==> src/rtl/seq_accumulator.sv <==
// Sequential accumulator: sums a stream of unsigned words started by go_l until a
// zero terminator word or MAX_LEN non-zero words, then holds the result with done.
module seq_accumulator #(
  parameter int WIDTH     = 16,
  parameter int SUM_WIDTH = 16,
  parameter int MAX_LEN   = 255,
  parameter int SATURATE  = 0,
  localparam int CNT_W    = $clog2(MAX_LEN + 1)
) (
  input  logic                 clk,
  input  logic                 reset,
  input  logic [WIDTH-1:0]     inA,
  input  logic                 go_l,
  output logic [SUM_WIDTH-1:0] sum,
  output logic [SUM_WIDTH-1:0] outResult,
  output logic [CNT_W-1:0]     count,
  output logic                 done,
  output logic                 busy,
  output logic                 overflow,
  output logic                 lenErr
);

  typedef enum logic [1:0] {
    IDLE  = 2'd0,
    ACCUM = 2'd1,
    DONE  = 2'd2
  } state_t;

  state_t               state_q, state_d;
  logic [SUM_WIDTH-1:0] sum_q, sum_d;
  logic [SUM_WIDTH-1:0] result_q, result_d;
  logic [CNT_W-1:0]     count_q, count_d;
  logic                 overflow_q, overflow_d;
  logic                 len_err_q, len_err_d;

  logic [SUM_WIDTH-1:0] in_ext;
  logic [SUM_WIDTH:0]   add_full;
  logic                 add_carry;
  logic [SUM_WIDTH-1:0] add_sum;
  logic [CNT_W-1:0]     count_inc;

  // The add is one bit wider than the accumulator so the carry-out flags overflow.
  always_comb begin
    in_ext             = '0;
    in_ext[WIDTH-1:0]  = inA;
    add_full           = {1'b0, sum_q} + {1'b0, in_ext};
    add_carry          = add_full[SUM_WIDTH];
    add_sum            = add_full[SUM_WIDTH-1:0];
    if (add_carry && (SATURATE != 0)) begin
      add_sum = '1;
    end
    count_inc = count_q + CNT_W'(1);
  end

  always_comb begin
    state_d    = state_q;
    sum_d      = sum_q;
    result_d   = result_q;
    count_d    = count_q;
    overflow_d = overflow_q;
    len_err_d  = len_err_q;

    // go_l low starts a new sequence from any state, discarding work in progress.
    if (!go_l) begin
      overflow_d = 1'b0;
      len_err_d  = 1'b0;
      if (inA != '0) begin
        sum_d   = in_ext;
        count_d = CNT_W'(1);
        if (MAX_LEN == 1) begin
          state_d   = DONE;
          len_err_d = 1'b1;
          result_d  = in_ext;
        end else begin
          state_d = ACCUM;
        end
      end else begin
        sum_d    = '0;
        count_d  = '0;
        result_d = '0;
        state_d  = DONE;
      end
    end else if (state_q == ACCUM) begin
      if (inA == '0) begin
        result_d = sum_q;
        state_d  = DONE;
      end else begin
        sum_d   = add_sum;
        count_d = count_inc;
        if (add_carry) begin
          overflow_d = 1'b1;
        end
        if (count_inc == CNT_W'(MAX_LEN)) begin
          result_d  = add_sum;
          len_err_d = 1'b1;
          state_d   = DONE;
        end
      end
    end
  end

  always_ff @(posedge clk) begin
    if (reset) begin
      state_q    <= IDLE;
      sum_q      <= '0;
      result_q   <= '0;
      count_q    <= '0;
      overflow_q <= 1'b0;
      len_err_q  <= 1'b0;
    end else begin
      state_q    <= state_d;
      sum_q      <= sum_d;
      result_q   <= result_d;
      count_q    <= count_d;
      overflow_q <= overflow_d;
      len_err_q  <= len_err_d;
    end
  end

  assign sum       = sum_q;
  assign outResult = result_q;
  assign count     = count_q;
  assign done      = (state_q == DONE);
  assign busy      = (state_q == ACCUM);
  assign overflow  = overflow_q;
  assign lenErr    = len_err_q;

endmodule
==> config.mk <==
export PLATFORM = sky130hd
export DESIGN_NAME = seq_accumulator
export DESIGN_NICKNAME = d
export VERILOG_FILES = /design/src/rtl/seq_accumulator.sv
export SDC_FILE = /design/constraint.sdc
export NUM_CORES = 1
export LEC_CHECK = 0
export CORE_ASPECT_RATIO = 0.6
export CORE_MARGIN = 3
export CORE_UTILIZATION = 55
export CTS_CLUSTER_DIAMETER = 120
export CTS_CLUSTER_SIZE = 40
export DETAILED_ROUTE_END_ITERATION = 8
export PLACE_DENSITY = 0.86
export SETUP_SLACK_MARGIN = 0.2
export SKIP_LAST_GASP = 1
export SYNTH_ARGS = -nofsm -noshare
export SYNTH_HDL_FRONTEND = slang
export SYNTH_SLANG_ARGS = --single-unit
==> constraint.sdc <==
create_clock -name clk -period 5.5 [get_ports clk]
set_clock_uncertainty 0.1 [all_clocks]
set_input_delay 1.1 -clock clk [delete_from_list [all_inputs] [get_ports clk]]
set_output_delay 1.1 -clock clk [all_outputs]
set_load 0.005 [all_outputs]
== Word level (Yosys, flattened, before mapping) ==
Cells that the tools add are included.

* Add/subtract/negate cells: 2
* Equality and inequality tests: 7
* Mux-type cells: 18
* Bitwise gates (word level): 2
* Reductions and logical operators: 8

{| class="wikitable"
|+ Operators with widths
! operator !! count
|-
| 2-to-1 mux 16 bit || 9
|-
| 2-to-1 mux 8 bit || 3
|-
| adder 16 x 16 -> 17 bit || 1
|-
| zero test 16 bit || 1
|-
| nonzero test 16 bit || 1
|-
| 2-to-1 mux 2 bit || 5
|-
| AND reduction 3 bit || 3
|-
| adder 8 x 1 -> 8 bit, second input constant || 1
|-
| == test 8 bit, second input constant || 1
|-
| != test 2 bit, second input constant || 2
|-
| AND reduction 2 bit || 2
|-
| != test 3 x 1 -> 1 bit, second input constant || 1
|-
| == test 2 x 1 -> 1 bit, second input constant || 1
|-
| == test 2 bit, second input constant || 1
|-
| != test 2 x 1 -> 1 bit, second input constant || 1
|-
| inverter 1 bit || 2
|-
| OR reduction 2 bit || 1
|-
| 2-to-1 mux 1 bit || 1
|}

* Register bits after elaboration: 44
* Input bits: 19
* Output and inout bits: 44
* Logic and storage cells: 43

== Depth between registers and ports, before layout ==
* Word-level depth: 6
* Mapped depth: 9
* Gate-level depth less buffers: 8

== Worst setup path before layout ==
OpenSTA, ideal clock, no wires.

* Path type: input-to-reg
* Start point: input port inA[0]
* End point: register sum_q[12], in the netlist sum[12]
* Setup time: 86 ps
* Arrival: 3060 ps
* Required time: 5314 ps
* Slack: 2254 ps
* Stages: 8
* Path buffers: 0
* Cell sequence: ha_1 > fa_1 > a21o_1 > a221oi_1 > or3_1 > a21boi_0 > o31a_1 > a211oi_1

* Word-level cells in the longest chain between the ends: 4
* Elaborated cells between the ends (all ways): 9
* Those cells by class: add/sub: 1; eq/ne: 1; mux: 4; reduce/logical: 3

{| class="wikitable"
|+ RTL lines
! what !! line !! text
|-
| start, declared || 12 || <nowiki>input logic [WIDTH-1:0] inA,</nowiki>
|-
| adder 16 x 16 -> 17 bit || 46 || <nowiki>add_full = {1'b0, sum_q} + {1'b0, in_ext};</nowiki>
|-
| 2-to-1 mux 16 bit || 84 || <nowiki>if (inA == '0) begin</nowiki>
|-
| 2-to-1 mux 16 bit || 83 || <nowiki>end else if (state_q == ACCUM) begin</nowiki>
|-
| 2-to-1 mux 16 bit || 64 || <nowiki>if (!go_l) begin</nowiki>
|-
| end signal, assigned || 112 || <nowiki>sum_q <= sum_d;</nowiki>
|-
| end, declared || 30 || <nowiki>logic [SUM_WIDTH-1:0] sum_q, sum_d;</nowiki>
|}

Parallel ways exist; a longest one is shown, timed or not. The select of a mux whose other input is x is not followed.
A chain may end at the register's enable or synchronous reset.

== Worst setup path in the final report ==
* Start point: input port inA[11]
* End point: register result_q[13], in the netlist outResult[13]

* Word-level cells in the longest chain between the ends: 5
* Elaborated cells between the ends (all ways): 10
* Those cells by class: add/sub: 1; eq/ne: 2; mux: 4; reduce/logical: 3

{| class="wikitable"
|+ RTL lines
! what !! line !! text
|-
| adder 16 x 16 -> 17 bit || 46 ||
|-
| 2-to-1 mux 16 bit || 93 || <nowiki>if (count_inc == CNT_W'(MAX_LEN)) begin</nowiki>
|-
| 2-to-1 mux 16 bit || 84 ||
|-
| 2-to-1 mux 16 bit || 83 ||
|-
| 2-to-1 mux 16 bit || 64 ||
|-
| end signal, assigned || 113 || <nowiki>result_q <= result_d;</nowiki>
|-
| end, declared || 31 || <nowiki>logic [SUM_WIDTH-1:0] result_q, result_d;</nowiki>
|}

Parallel ways exist; a longest one is shown, timed or not. The select of a mux whose other input is x is not followed.

==> flow_summary.json <==
{
  "dieHeight_um": 62.25,
  "fp.dieW_um": 99.75,
  "viasPerCell": 6.481,
  "hpwl_mm": 6.592,
  "slew_violations": 0,
  "finalSetupTns_ps": 0,
  "nNetsFinal": 454,
  "grt_pass1_wl_mm": 14.98,
  "cts_sinks": 44,
  "arrival_ps": 4170,
  "drv_cap": 0,
  "switching_share_pct": 32.45,
  "combPwrFrac_pct": 27.6,
  "postRouteAntennaNets": 0,
  "synth_cells": 359,
  "grt_setup_unrepaired": "no",
  "final_common_cell": "clkdlybuf4s50_1",
  "core-area_um2": 4826,
  "worstMarginPinSlew_ps": 926.6,
  "gr-total-overflow": 0,
  "outcome": "finished, final reports clean",
  "synth.avg_cell_area_um2": 8.079,
  "start_util_pct": 60.10,
  "ir_drop_mv": 0.1292,
  "synth.cell_area_um2": 2900,
  "cts_root_buffer": "clkbuf_8",
  "hold_viol": 0,
  "p_int_mw": 0.5715,
  "wl_per_cell_um": 18.77,
  "fmax_mhz": 245.4,
  "final_cell_mix": "62 x clkdlybuf4s50_1, 53 x nand2_1, 44 x dfxtp_1, 41 x nor2_1, 18 x ha_1",
  "synth_seq_cells": 44,
  "remaining_drc_errors": 0,
  "antenna_found_initial": 0,
  "seq_power_share_pct": 40.8,
  "multi_input_area_um2": 1911,
  "hp-class": "reg2reg",
  "period_needed_ps": 4075,
  "dr.pass1.iters": 5,
  "num_rows": 19,
  "n_antenna_cell": 0,
  "htreeDepth": 2,
  "die-area_um2": 6209,
  "fill_cells": 350,
  "start_kind": "primary input",
  "place_area_um2": 3562,
  "grt_max_degree": 32,
  "power.leakage_nw": 1.481,
  "drt_wl_total_mm": 9.009,
  "required_ps": 5590,
  "tritoncts": "yes",
  "cp-end-kind": "flip-flop",
  "vias": 3111,
  "ys_types": 58,
  "cellPowerDensity_nw_per_um2": 230.1,
  "async_reset_ff_share_pct": 0,
  "ys_seq_area_share_pct": 30.37,
  "ios": 63,
  "timing.rr.start": "sum[0]",
  "ys_warn_count": 0,
  "p_switching_mw": 0.2745,
  "cp-startpoint": "inA[11]",
  "post-route-period-util_pct": 74.09,
  "final_area_um2": 3677,
  "ff_latch_area_um2": 880.8,
  "syn-num-nets": 397,
  "post-cts-setup-buffers": 0,
  "clkPwrFrac_pct": 31.5,
  "syn2layout_area_growth_pct": 26.79,
  "cts.clk_slew.worst_paths_ps": 90,
  "ctsHoldBuffers": 0,
  "timing.slew.headroom_pct": 38.00,
  "grt_pass1_vias": 2970,
  "clk_latency_ps": 310,
  "cts-buffers-inserted": 5,
  "ctsLongestPathBuffers": 2,
  "track_usage_pct": 29.69,
  "drt-initial-drc-count": 298,
  "setup_violations": 0,
  "synth_edf_count": 0,
  "synthFlopType": "dfxtp_1",
  "postCtsResizedCells": 0,
  "cp_max_fo": 17,
  "hold_start": "outResult[4]",
  "io_buffers": 62,
  "crit_type": "in2reg",
  "gp_congestion": 0.9472,
  "drive_gt1_share_pct": 6.715
}
worst max-delay path, stage by stage:
cell and delay [ps]:
clkdlybuf4s50_1 520, or4_4 600, or4_1 940, a21oi_2 270, a311oi_2 130, buf_4 270, a22oi_1 210, o31ai_1 110
flip-flops by register name, summed over array words and instances (netlist names):
name	flops
outResult	16
sum	16
count	8
state_q	2
lenErr	1
overflow	1
synthesized netlist by cell type, types with 2 or more instances:
master | instances | share of area [%]
a311oi_1 | 9 | 2.7
or4_4 | 2 | 0.78
o31a_1 | 2 | 0.60
o211a_1 | 3 | 1.0
nand4_1 | 5 | 1.1
buf_2 | 6 | 1.0
nand2b_1 | 3 | 0.65
dfxtp_1 | 44 | 30
or3_1 | 4 | 0.86
a21oi_1 | 16 | 2.8
o21ai_1 | 9 | 1.6
o31ai_1 | 3 | 0.78
ha_1 | 18 | 7.8
o22ai_1 | 3 | 0.65
a22o_1 | 2 | 0.60
a31o_2 | 2 | 0.60
nand3_1 | 11 | 1.9
inv_1 | 7 | 0.91
nand2_1 | 53 | 6.9
clkbuf_1 | 10 | 1.3
a211o_1 | 2 | 0.60
or4_1 | 5 | 1.3
a31oi_1 | 3 | 0.65
o21a_1 | 4 | 1.0
o211ai_1 | 4 | 1.0
nor2_1 | 41 | 5.3
xor2_1 | 6 | 1.8
mux2i_1 | 8 | 2.8
a21o_1 | 5 | 1.3
xnor2_1 | 12 | 3.6
o21bai_1 | 2 | 0.52
nor3_1 | 8 | 1.4
a211oi_1 | 3 | 0.78
a22oi_1 | 3 | 0.78
and3_1 | 6 | 1.3
o21ai_0 | 13 | 2.2
through the flow:
step,power [mW],instances,hold slack (ps),setup WS (ps),utilization (%)
3_3_place_gp,0.5717,472,339.8,1330,73.81
4_1_cts,0.8389,480,365.9,1502,76.20
6_report,0.8460,480,364.8,1425,76.20
3_5_place_dp,0.5786,472,349.0,1219,73.81
5_1_grt,0.8840,480,390.1,1323,76.20
2_1_floorplan,0.4963,359,343.7,2254,-
path summary, 6_finish.rpt:
kind              endpoint  slack (ps)  cells past startpoint
min           outResult[4]         360                      2
max          outResult[13]        1430                      8
min reg2reg   outResult[4]         360                      2
max reg2reg        sum[12]        2520                      8
kinds of logic after synthesis:
group	synth area share [%]
AND/OR/NAND/NOR	23.51
AO/OA/AOI/OAI	25.71
flip-flops	30.37
buffers and inverters	3.753
adder cells (fa/ha/maj)	8.456
XOR/XNOR	5.436
multiplexers	2.761
area by class of cell:
| type | count | share of cell area [%] |
|---|---|---|
| clock buffer | 5 | 1.871 |
| clock inverter | 3 | 1.259 |
| sequential | 44 | 23.95 |
| multi-input combinational | 290 | 51.96 |
| timing repair buffer | 68 | 18.10 |
| tap | 63 | 2.144 |
| inverter | 7 | 0.7145 |
power groups by stage:
| stage | combinational [mW] | sequential, mW | clock [mW] |
|---|---|---|---|
| finish | 0.234 | 0.346 | 0.267 |
| global route | 0.256 | 0.348 | 0.281 |
| CTS | 0.229 | 0.345 | 0.265 |
| detailed placement | 0.226 | 0.352 | 0 |
| global placement | 0.220 | 0.352 | 0 |
| floorplan | 0.146 | 0.350 | 0 |
per-layer routing:
| metal | track usage, % | wire length [um] |
|---|---|---|
| met4 | 9.029 | 142 |
| met1 | 44.80 | 3926 |
| met5 | 0 | 0 |
| met2 | 41.86 | 3838 |
| met3 | 6.040 | 1101 |
Note: power is estimated with default switching activity, not from simulation.
